`src/rtl/tdisto_accum_if.sv`:
```
// Handshake bundle between the paired 4x4 weighted-transform stages, the
// distortion accumulator and the mode-decision logic that consumes its result.
interface tdisto_accum_if;
  logic               start;
  logic [15:0]        tlambda;
  logic signed [31:0] sum_a;
  logic               done_a;
  logic signed [31:0] sum_b;
  logic               done_b;
  logic               busy;
  logic [31:0]        disto;
  logic               disto_valid;
  logic               err;

  modport master (
    output start, tlambda, sum_a, done_a, sum_b, done_b,
    input  busy, disto, disto_valid, err
  );

  modport slave (
    input  start, tlambda, sum_a, done_a, sum_b, done_b,
    output busy, disto, disto_valid, err
  );
endinterface

```
`src/rtl/tdisto_accum.sv`:
```
// Spectral distortion accumulator: pairs source/reconstruction transform sums,
// accumulates |a - b| >> 5 per block, then scales the total by tlambda.
module tdisto_accum #(
  parameter int BLOCK_NUM = 16,
  parameter int ACC_WIDTH = 32
) (
  input  logic          clk,
  input  logic          rst_n,
  tdisto_accum_if.slave bus
);

  localparam int PROD_W = ACC_WIDTH + 16;

  localparam logic [1:0] S_IDLE = 2'd0;
  localparam logic [1:0] S_ACC  = 2'd1;
  localparam logic [1:0] S_MUL  = 2'd2;
  localparam logic [1:0] S_OUT  = 2'd3;

  // Magnitude of the 33-bit difference, shifted so the result truncates toward zero.
  function automatic logic [31:0] abs_shift5(input logic signed [31:0] a,
                                             input logic signed [31:0] b);
    logic signed [32:0] diff;
    logic [32:0]        mag;
    diff = $signed({a[31], a}) - $signed({b[31], b});
    if (diff[32]) begin
      mag = 33'(-diff);
    end else begin
      mag = 33'(diff);
    end
    return 32'(mag >> 5);
  endfunction

  function automatic logic [ACC_WIDTH-1:0] sat_add(input logic [ACC_WIDTH-1:0] acc,
                                                   input logic [31:0]          inc);
    logic [ACC_WIDTH:0] sum;
    sum = {1'b0, acc} + (ACC_WIDTH + 1)'(inc);
    if (sum[ACC_WIDTH]) begin
      return {ACC_WIDTH{1'b1}};
    end else begin
      return sum[ACC_WIDTH-1:0];
    end
  endfunction

  logic [1:0]           state_q, state_d;
  logic [15:0]          tlambda_q, tlambda_d;
  logic signed [31:0]   sum_a_q, sum_a_d;
  logic signed [31:0]   sum_b_q, sum_b_d;
  logic                 pend_a_q, pend_a_d;
  logic                 pend_b_q, pend_b_d;
  logic [31:0]          abs_q, abs_d;
  logic                 abs_vld_q, abs_vld_d;
  logic [ACC_WIDTH-1:0] acc_q, acc_d;
  logic [6:0]           cnt_q, cnt_d;
  logic [PROD_W-1:0]    prod_q, prod_d;
  logic [31:0]          disto_q, disto_d;
  logic                 disto_valid_q, disto_valid_d;
  logic                 err_q, err_d;
  logic                 busy_q, busy_d;

  logic                 consume_s;
  logic [PROD_W:0]      rnd_s;
  logic [PROD_W-8:0]    scaled_s;
  logic [31:0]          disto_sat_s;

  // Round-to-nearest of prod / 256, clamped to the 32-bit result range.
  always_comb begin
    rnd_s    = {1'b0, prod_q} + (PROD_W + 1)'(9'd128);
    scaled_s = (PROD_W - 7)'(rnd_s >> 8);
    if (scaled_s > (PROD_W - 7)'(32'hFFFF_FFFF)) begin
      disto_sat_s = 32'hFFFF_FFFF;
    end else begin
      disto_sat_s = scaled_s[31:0];
    end
  end

  // Next-state logic: capture, pair, accumulate, scale, present.
  always_comb begin
    state_d       = state_q;
    tlambda_d     = tlambda_q;
    sum_a_d       = sum_a_q;
    sum_b_d       = sum_b_q;
    pend_a_d      = pend_a_q;
    pend_b_d      = pend_b_q;
    abs_d         = abs_q;
    abs_vld_d     = 1'b0;
    acc_d         = acc_q;
    cnt_d         = cnt_q;
    prod_d        = prod_q;
    disto_d       = disto_q;
    disto_valid_d = 1'b0;
    err_d         = err_q;
    consume_s     = 1'b0;

    if (bus.start) begin
      // Start wins in every state, so an in-flight run never reports a result.
      state_d   = S_ACC;
      tlambda_d = bus.tlambda;
      pend_a_d  = 1'b0;
      pend_b_d  = 1'b0;
      abs_d     = 32'd0;
      acc_d     = {ACC_WIDTH{1'b0}};
      cnt_d     = 7'd0;
      err_d     = 1'b0;
    end else begin
      case (state_q)
        S_IDLE: begin
          state_d = S_IDLE;
        end
        S_ACC: begin
          consume_s = pend_a_q & pend_b_q;
          if (consume_s) begin
            abs_d     = abs_shift5(sum_a_q, sum_b_q);
            abs_vld_d = 1'b1;
          end else begin
            abs_d = abs_q;
          end

          if (bus.done_a) begin
            if (pend_a_q && !consume_s) begin
              err_d    = 1'b1;
              pend_a_d = 1'b1;
            end else begin
              sum_a_d  = bus.sum_a;
              pend_a_d = 1'b1;
            end
          end else begin
            pend_a_d = pend_a_q & ~consume_s;
          end

          if (bus.done_b) begin
            if (pend_b_q && !consume_s) begin
              err_d    = 1'b1;
              pend_b_d = 1'b1;
            end else begin
              sum_b_d  = bus.sum_b;
              pend_b_d = 1'b1;
            end
          end else begin
            pend_b_d = pend_b_q & ~consume_s;
          end

          if (abs_vld_q) begin
            acc_d = sat_add(acc_q, abs_q);
            cnt_d = cnt_q + 7'd1;
            if (cnt_q == 7'(BLOCK_NUM - 1)) begin
              state_d = S_MUL;
            end else begin
              state_d = S_ACC;
            end
          end else begin
            state_d = S_ACC;
          end
        end
        S_MUL: begin
          prod_d  = PROD_W'(acc_q) * PROD_W'(tlambda_q);
          state_d = S_OUT;
        end
        S_OUT: begin
          disto_d       = disto_sat_s;
          disto_valid_d = 1'b1;
          state_d       = S_IDLE;
        end
        default: begin
          state_d = S_IDLE;
        end
      endcase
    end

    // Held through the result cycle so busy drops one cycle after disto_valid.
    busy_d = (state_d != S_IDLE) || (state_q == S_OUT);
  end

  // State and datapath registers with synchronous active-low reset.
  always_ff @(posedge clk) begin
    if (!rst_n) begin
      state_q       <= S_IDLE;
      tlambda_q     <= 16'd0;
      sum_a_q       <= 32'sd0;
      sum_b_q       <= 32'sd0;
      pend_a_q      <= 1'b0;
      pend_b_q      <= 1'b0;
      abs_q         <= 32'd0;
      abs_vld_q     <= 1'b0;
      acc_q         <= {ACC_WIDTH{1'b0}};
      cnt_q         <= 7'd0;
      prod_q        <= {PROD_W{1'b0}};
      disto_q       <= 32'd0;
      disto_valid_q <= 1'b0;
      err_q         <= 1'b0;
      busy_q        <= 1'b0;
    end else begin
      state_q       <= state_d;
      tlambda_q     <= tlambda_d;
      sum_a_q       <= sum_a_d;
      sum_b_q       <= sum_b_d;
      pend_a_q      <= pend_a_d;
      pend_b_q      <= pend_b_d;
      abs_q         <= abs_d;
      abs_vld_q     <= abs_vld_d;
      acc_q         <= acc_d;
      cnt_q         <= cnt_d;
      prod_q        <= prod_d;
      disto_q       <= disto_d;
      disto_valid_q <= disto_valid_d;
      err_q         <= err_d;
      busy_q        <= busy_d;
    end
  end

  assign bus.busy        = busy_q;
  assign bus.disto       = disto_q;
  assign bus.disto_valid = disto_valid_q;
  assign bus.err         = err_q;

endmodule

```
`src/flat_wrapper.sv`:
```
// flat-port wrapper written by rule: the top's interface ports become plain ports
module tdisto_accum_flat 
#(
  parameter int BLOCK_NUM = 16,
  parameter int ACC_WIDTH = 32
)
  (clk, rst_n, bus_start, bus_tlambda, bus_sum_a, bus_done_a, bus_sum_b, bus_done_b, bus_busy, bus_disto, bus_disto_valid, bus_err);
  tdisto_accum_if bus_i ();
  input  logic clk;
  input  logic rst_n;
  input wire logic [$bits(bus_i.start)-1:0] bus_start;
  input wire logic [$bits(bus_i.tlambda)-1:0] bus_tlambda;
  input wire logic [$bits(bus_i.sum_a)-1:0] bus_sum_a;
  input wire logic [$bits(bus_i.done_a)-1:0] bus_done_a;
  input wire logic [$bits(bus_i.sum_b)-1:0] bus_sum_b;
  input wire logic [$bits(bus_i.done_b)-1:0] bus_done_b;
  output wire logic [$bits(bus_i.busy)-1:0] bus_busy;
  output wire logic [$bits(bus_i.disto)-1:0] bus_disto;
  output wire logic [$bits(bus_i.disto_valid)-1:0] bus_disto_valid;
  output wire logic [$bits(bus_i.err)-1:0] bus_err;
  assign bus_i.start = bus_start;
  assign bus_i.tlambda = bus_tlambda;
  assign bus_i.sum_a = bus_sum_a;
  assign bus_i.done_a = bus_done_a;
  assign bus_i.sum_b = bus_sum_b;
  assign bus_i.done_b = bus_done_b;
  assign bus_busy = bus_i.busy;
  assign bus_disto = bus_i.disto;
  assign bus_disto_valid = bus_i.disto_valid;
  assign bus_err = bus_i.err;
  tdisto_accum #(.BLOCK_NUM(BLOCK_NUM), .ACC_WIDTH(ACC_WIDTH)) u_core (.clk(clk), .rst_n(rst_n), .bus(bus_i));
endmodule
```
`config.mk`:
```
export PLATFORM = sky130hd
export DESIGN_NAME = tdisto_accum_flat
export DESIGN_NICKNAME = d
export VERILOG_FILES = /design/src/rtl/tdisto_accum_if.sv /design/src/rtl/tdisto_accum.sv /design/src/flat_wrapper.sv
export SDC_FILE = /design/constraint.sdc
export NUM_CORES = 2
export LEC_CHECK = 0
export CORE_ASPECT_RATIO = 2
export CORE_MARGIN = 2
export CORE_UTILIZATION = 64
export DETAILED_ROUTE_END_ITERATION = 10
export PLACE_DENSITY = 0.83
export SLEW_MARGIN = 40
export SYNTH_ARGS = -nofsm -noshare
export SYNTH_HDL_FRONTEND = slang
export SYNTH_SLANG_ARGS = --single-unit
```
`constraint.sdc`:
```
create_clock -name clk -period 8.35 [get_ports clk]
set_input_delay 1.67 -clock clk [delete_from_list [all_inputs] [get_ports clk]]
set_output_delay 1.67 -clock clk [all_outputs]
set_load 0.02 [all_outputs]
```
After elaboration in Yosys (flattened, before gate mapping) --
Cells that the tools add are included.
Word-level totals: register bits after elaboration 235, word-level logic and storage cells 65, bits of input ports 85, output and inout bits 35
Cells by class: bitwise operators 9, equal/unequal tests 4, muxes and demuxes 15, $lt $le $gt $ge 1, add/subtract/negate cells 5, multipliers 1, reductions and logical operators 15
Operators by type and width (number):
- $mux 32 | 2
- $add 48x8->49 const B | 1
- $mul 32x16->48 | 1
- $gt 41x32->1 const B | 1
- $add 32x28->33 | 1
- $mux 33 | 1
- $neg 33->33 | 1
- $sub 32x32->33 | 1
- $mux 1 | 8
- $reduce_and 2->1 | 4
- $reduce_and 4->1 | 2
- $add 7x1->7 const B | 1
- $eq 7x4->1 const B | 1
- $mux 2 | 3
- $not 1->1 | 6
- $pmux 2 s3 | 1
- $eq 2x2->1 const B | 2
- $reduce_or 2->1 | 2
- $and 1x1->1 | 3
- $reduce_or 3->1 | 1
- $eq 2x1->1 const B | 1
- $logic_and 1x1->1 | 2
- $logic_not 2->1 | 1
- $reduce_bool 2->1 | 1
- 2 further kinds | 2

Depth between registers and ports, before layout --
word-level depth 7, gate-level depth with buffers 25, mapped depth without buffers 24

Worst setup path after synthesis --
No wires, ideal clock.
path type register to register, start point register u_core.acc_q[5], end point register u_core.prod_q[47], data required time 8.218 ns, slack 2.036 ns, setup time 0.132 ns, clock period less this slack 6.314 ns, arrival 6.182 ns, cell stages (with the launch flop) 24, path buffers 1, cell sequence dfxtp_1 > clkbuf_1 > and2_1 > fa_1 > inv_1 > fa_1 > fa_1 > fa_1 > inv_1 > fa_1 > inv_1 > fa_1 > inv_1 > ha_1 > o21a_1 > nor2_1 > o21a_1 > a2111oi_2 > o21ai_1 > a311oi_1 > o21ai_1 > a211oi_2 > o2111ai_1 > nor4b_2
On the way: longest elaborated chain between the ends 1
Ends and longest elaborated chain:
- start: declaration | RTL line tdisto_accum.sv:52 | logic [ACC_WIDTH-1:0] acc_q, acc_d;
- start signal: assignment | RTL line tdisto_accum.sv:184 | acc_q <= {ACC_WIDTH{1'b0}};
- $mul 32x16->48 | RTL line tdisto_accum.sv:155 | prod_d = PROD_W'(acc_q) * PROD_W'(tlambda_q);
- end signal: assignment | RTL line tdisto_accum.sv:186 | prod_q <= {PROD_W{1'b0}};
- end signal: assignment | RTL line tdisto_accum.sv:202 | prod_q <= prod_d;
- end: declaration | RTL line tdisto_accum.sv:54 | logic [PROD_W-1:0] prod_q, prod_d;
No other way between the ends. A chain may end at the register's enable or synchronous reset.

Final worst setup path --
start point register u_core.acc_q[9], end point register u_core.prod_q[47]
The elaborated chain is that of the path after synthesis.

==> flow_metrics.env <==
export IMPL_outcome="complete, no violations"
export IMPL_synth_area_leaders="fa_1 (29%), dfxtp_1 (16%), ha_1 (7.9%), nand2_1 (7.5%), inv_1 (6.9%)"
export IMPL_hold_path_startpoint="u_core.sum_b_q[16]"
export IMPL_die_area_sq_um=46200
export IMPL_row_count=109
export IMPL_cap_violations=0
export IMPL_syn_area_sq_um=28400
export IMPL_gp_congestion=0.997
export IMPL_hold_buffers=0
export IMPL_post_dp_cell_area_sq_um=30100
export IMPL_drtIter0Drc=1391
export IMPL_clockPowerShare=0.377
export IMPL_die_w_microns=153
export IMPL_grt_util_all_layers=0.397
export IMPL_cpMostUsedCell="fa_1"
export IMPL_hold_path_class="register to register"
export IMPL_setup_viol=0
export IMPL_stdcell_area_sq_um=30900
export IMPL_io_buffers=119
export IMPL_leakage_nw=14.0
export IMPL_pwr_share_comb=0.221
export IMPL_hold_viol=0
export IMPL_insertedDiodeCount=0
export IMPL_clk_pin_slew_ps=70
export IMPL_timing_rr_end="u_core.prod_q[47]"
export IMPL_antenna_found_initial=2
export IMPL_tightest_slew_ps=904
export IMPL_critPathRequiredTime_ps=8760
export IMPL_ys_seq_elements=228
export IMPL_grt_overflow=0
export IMPL_synth_flop_cell="dfxtp_1"
export IMPL_fillers=3630
export IMPL_max_stage_delay_ps=950
export IMPL_rsz0062_at_grt="false"
export IMPL_drive_above_1_share=0.0425
export IMPL_async_reset_ff_frac=0
export IMPL_dpl_hpwl_microns=70600
export IMPL_cp_cell_sequence="buf_4 > nand2_1 > fa_1 > inv_1 > fa_1 > fa_1 > fa_1 > fa_1 > inv_1 > fa_1 > inv_1 > ha_1 > o21ai_0 > a21oi_1 > o21ai_0 > a21oi_1 > o21ai_1 > a311oi_1 > o21ai_1 > a211oi_2 > o2111ai_1 > nor4b_2"
export IMPL_ant_nets=0
export IMPL_cts_buffer_depth=3
export IMPL_critPathCaptureType="register"
export IMPL_ys_warn_count=0
export IMPL_whs_endpoint="u_core.sum_b_q[16]"
export IMPL_core_sq_um=44100
export IMPL_relSlewSlack=0.394
export IMPL_synth_cell_types=79
export IMPL_grt_pass1_wl_microns=141000
export IMPL_max_vdd_ir_drop_uv=236
export IMPL_synth_top_area_share=0.295
export IMPL_worstSetupStartpointType="register"
export IMPL_synth_largest_area_cell="fa_1"
export IMPL_r2r_start="u_core.acc_q[9]"
export IMPL_grt_max_degree=75
export IMPL_reg2reg_slack_ps=1050
export IMPL_vias=24893
export IMPL_cts_sinks=228
export IMPL_synth_most_common_cell="nand2_1"
export IMPL_hold_depth=2
export IMPL_drc=0
export IMPL_grt_pass1_vias=27264
export IMPL_power_density_nw_per_um2=91.0
export IMPL_setup_tns_ps=0
export IMPL_drv_slew=0
export IMPL_critPathKind="register to register"
export IMPL_cts_made_buffers=23
export IMPL_die_h_microns=302
export IMPL_period_share=0.874
export IMPL_post_route_min_period_ps=7300
export IMPL_cts_setup_buffers=0
export IMPL_cts_root_buf="clkbuf_16"
export IMPL_htreeDepth=1
export IMPL_power_switching_w=0.000907
export IMPL_arrival_ps=7700
export IMPL_max_freq_mhz=137
export IMPL_multi_input_area_sq_um=21300
export IMPL_cts_tree="yes"
export IMPL_ys_top_cells_by_count="nand2_1 (568), inv_1 (521), fa_1 (419)"
export IMPL_p_seq_frac=0.401
export IMPL_synth_edf_count=0
export IMPL_cts_resized=0
export IMPL_wl_per_cell_microns=22.4
export IMPL_swShare=0.323
export IMPL_syn_num_nets=4117
export IMPL_cp_max_fo=13
export IMPL_vias_per_cell=6.17
export IMPL_ios=120
export IMPL_worstRegToRegCells=22
export IMPL_synth_seq_area_share=0.160
export IMPL_clkLatencyLatePin_ps=550
export IMPL_area_delta_synth_final_pct=8.52
export IMPL_syn_inst=3434
export IMPL_crit_slowest_cell="fa_1"
export IMPL_num_nets_final=4146
export IMPL_firstDrtPassIters=5
export IMPL_skew_ps=23.0
export IMPL_start_util=0.646
export IMPL_internal_power_w=0.00190
export IMPL_postSynthAreaPerCell_sq_um=8.28
export IMPL_register_area_sq_um=4580
export IMPL_routed_wl_microns=90400
-- worst max path at each step --
stage,start,endpoint,slack (ps)
6_report,u_core.acc_q[9],u_core.prod_q[47],1050
5_1_grt,u_core.acc_q[9],u_core.prod_q[47],740
4_1_cts,u_core.tlambda_q[5],u_core.prod_q[47],1150
3_5_place_dp,u_core.tlambda_q[5],u_core.prod_q[47],1160
3_3_place_gp,u_core.tlambda_q[5],u_core.prod_q[47],1300
2_1_floorplan,u_core.acc_q[5],u_core.prod_q[47],2040
-- worst max-delay path: cells and delay by family, from the launching register on --
kind	cells	cell delay, ps
buf+inv	4	470
simple gates	2	310
flops	1	680
fa+ha+maj	7	3890
compound gates	9	1800
-- sequential cells by signal (all words and copies together) (netlist names) --
register and count:
u_core.abs_q 28, u_core.abs_vld_q 1, u_core.acc_q 32, u_core.bus.busy 1, u_core.bus.disto 32, u_core.bus.disto_valid 1, u_core.bus.err 1, u_core.cnt_q 7
u_core.pend_a_q 1, u_core.pend_b_q 1, u_core.prod_q 41, u_core.state_q 2, u_core.sum_a_q 32, u_core.sum_b_q 32, u_core.tlambda_q 16
-- cells in the final DEF (no fill, tap or decap), drive strengths merged, types with 22 or more instances in the layout --
cell type	instances
a211oi	26
a21o	49
a21oi	250
a31oi	24
and2	219
and3	24
buf	53
clkbuf	31
clkdlybuf4s50	119
dfxtp	228
fa	419
ha	179
inv	525
mux2i	24
nand2	568
nand2b	27
nand3	57
nand4	23
nor2	127
nor3	34
o21a	22
o21ai	133
xnor2	63
xor2	64
-- area by class of cell --
class,count,area share
Clock inverter,10,0.00304
Inverter,522,0.0636
Timing Repair Buffer,172,0.0515
Multi-Input combinational cell,2516,0.690
Tap cell,555,0.0225
Clock buffer,31,0.0209
Sequential cell,228,0.149
-- per-stage QoR --
stage | instances | utilization | setup WS, ps | hold slack [ps] | power [W]
after floorplan | 3434 | - | 2040 | 436 | 0.00154
after global placement | 3993 | 0.683 | 1300 | 444 | 0.00173
after detailed placement | 3993 | 0.683 | 1160 | 447 | 0.00174
after CTS | 4034 | 0.700 | 1150 | 456 | 0.00279
after global routing | 4034 | 0.701 | 738 | 468 | 0.00288
final | 4034 | 0.701 | 1050 | 456 | 0.00281
-- logic make-up after synthesis --
group / share of synthesized area
adders and majority gates: 0.374
DFF: 0.160
xor gates and xnor gates: 0.0391
and+or+nand+nor: 0.195
muxes: 0.00963
buffers and inverters: 0.0919
AOI/OAI and AO/OA: 0.130
-- power by group through the flow --
stage | logic [W] | clock network (W) | registers [W]
after global routing | 0.000656 | 0.00110 | 0.00113
after global placement | 0.000580 | 0 | 0.00115
after detailed placement | 0.000591 | 0 | 0.00115
after CTS | 0.000594 | 0.00107 | 0.00113
final | 0.000622 | 0.00106 | 0.00113
after floorplan | 0.000405 | 0 | 0.00113
-- layer usage --
metal,vias to the layer above,share of wire,global-route usage
met5,-,0.00017,0
met4,2,0.13,0.396
met3,576,0.066,0.0797
met2,1108,0.52,0.735
met1,12208,0.29,0.344
li1,10999,-,-
(Power assumes the default switching activity.)
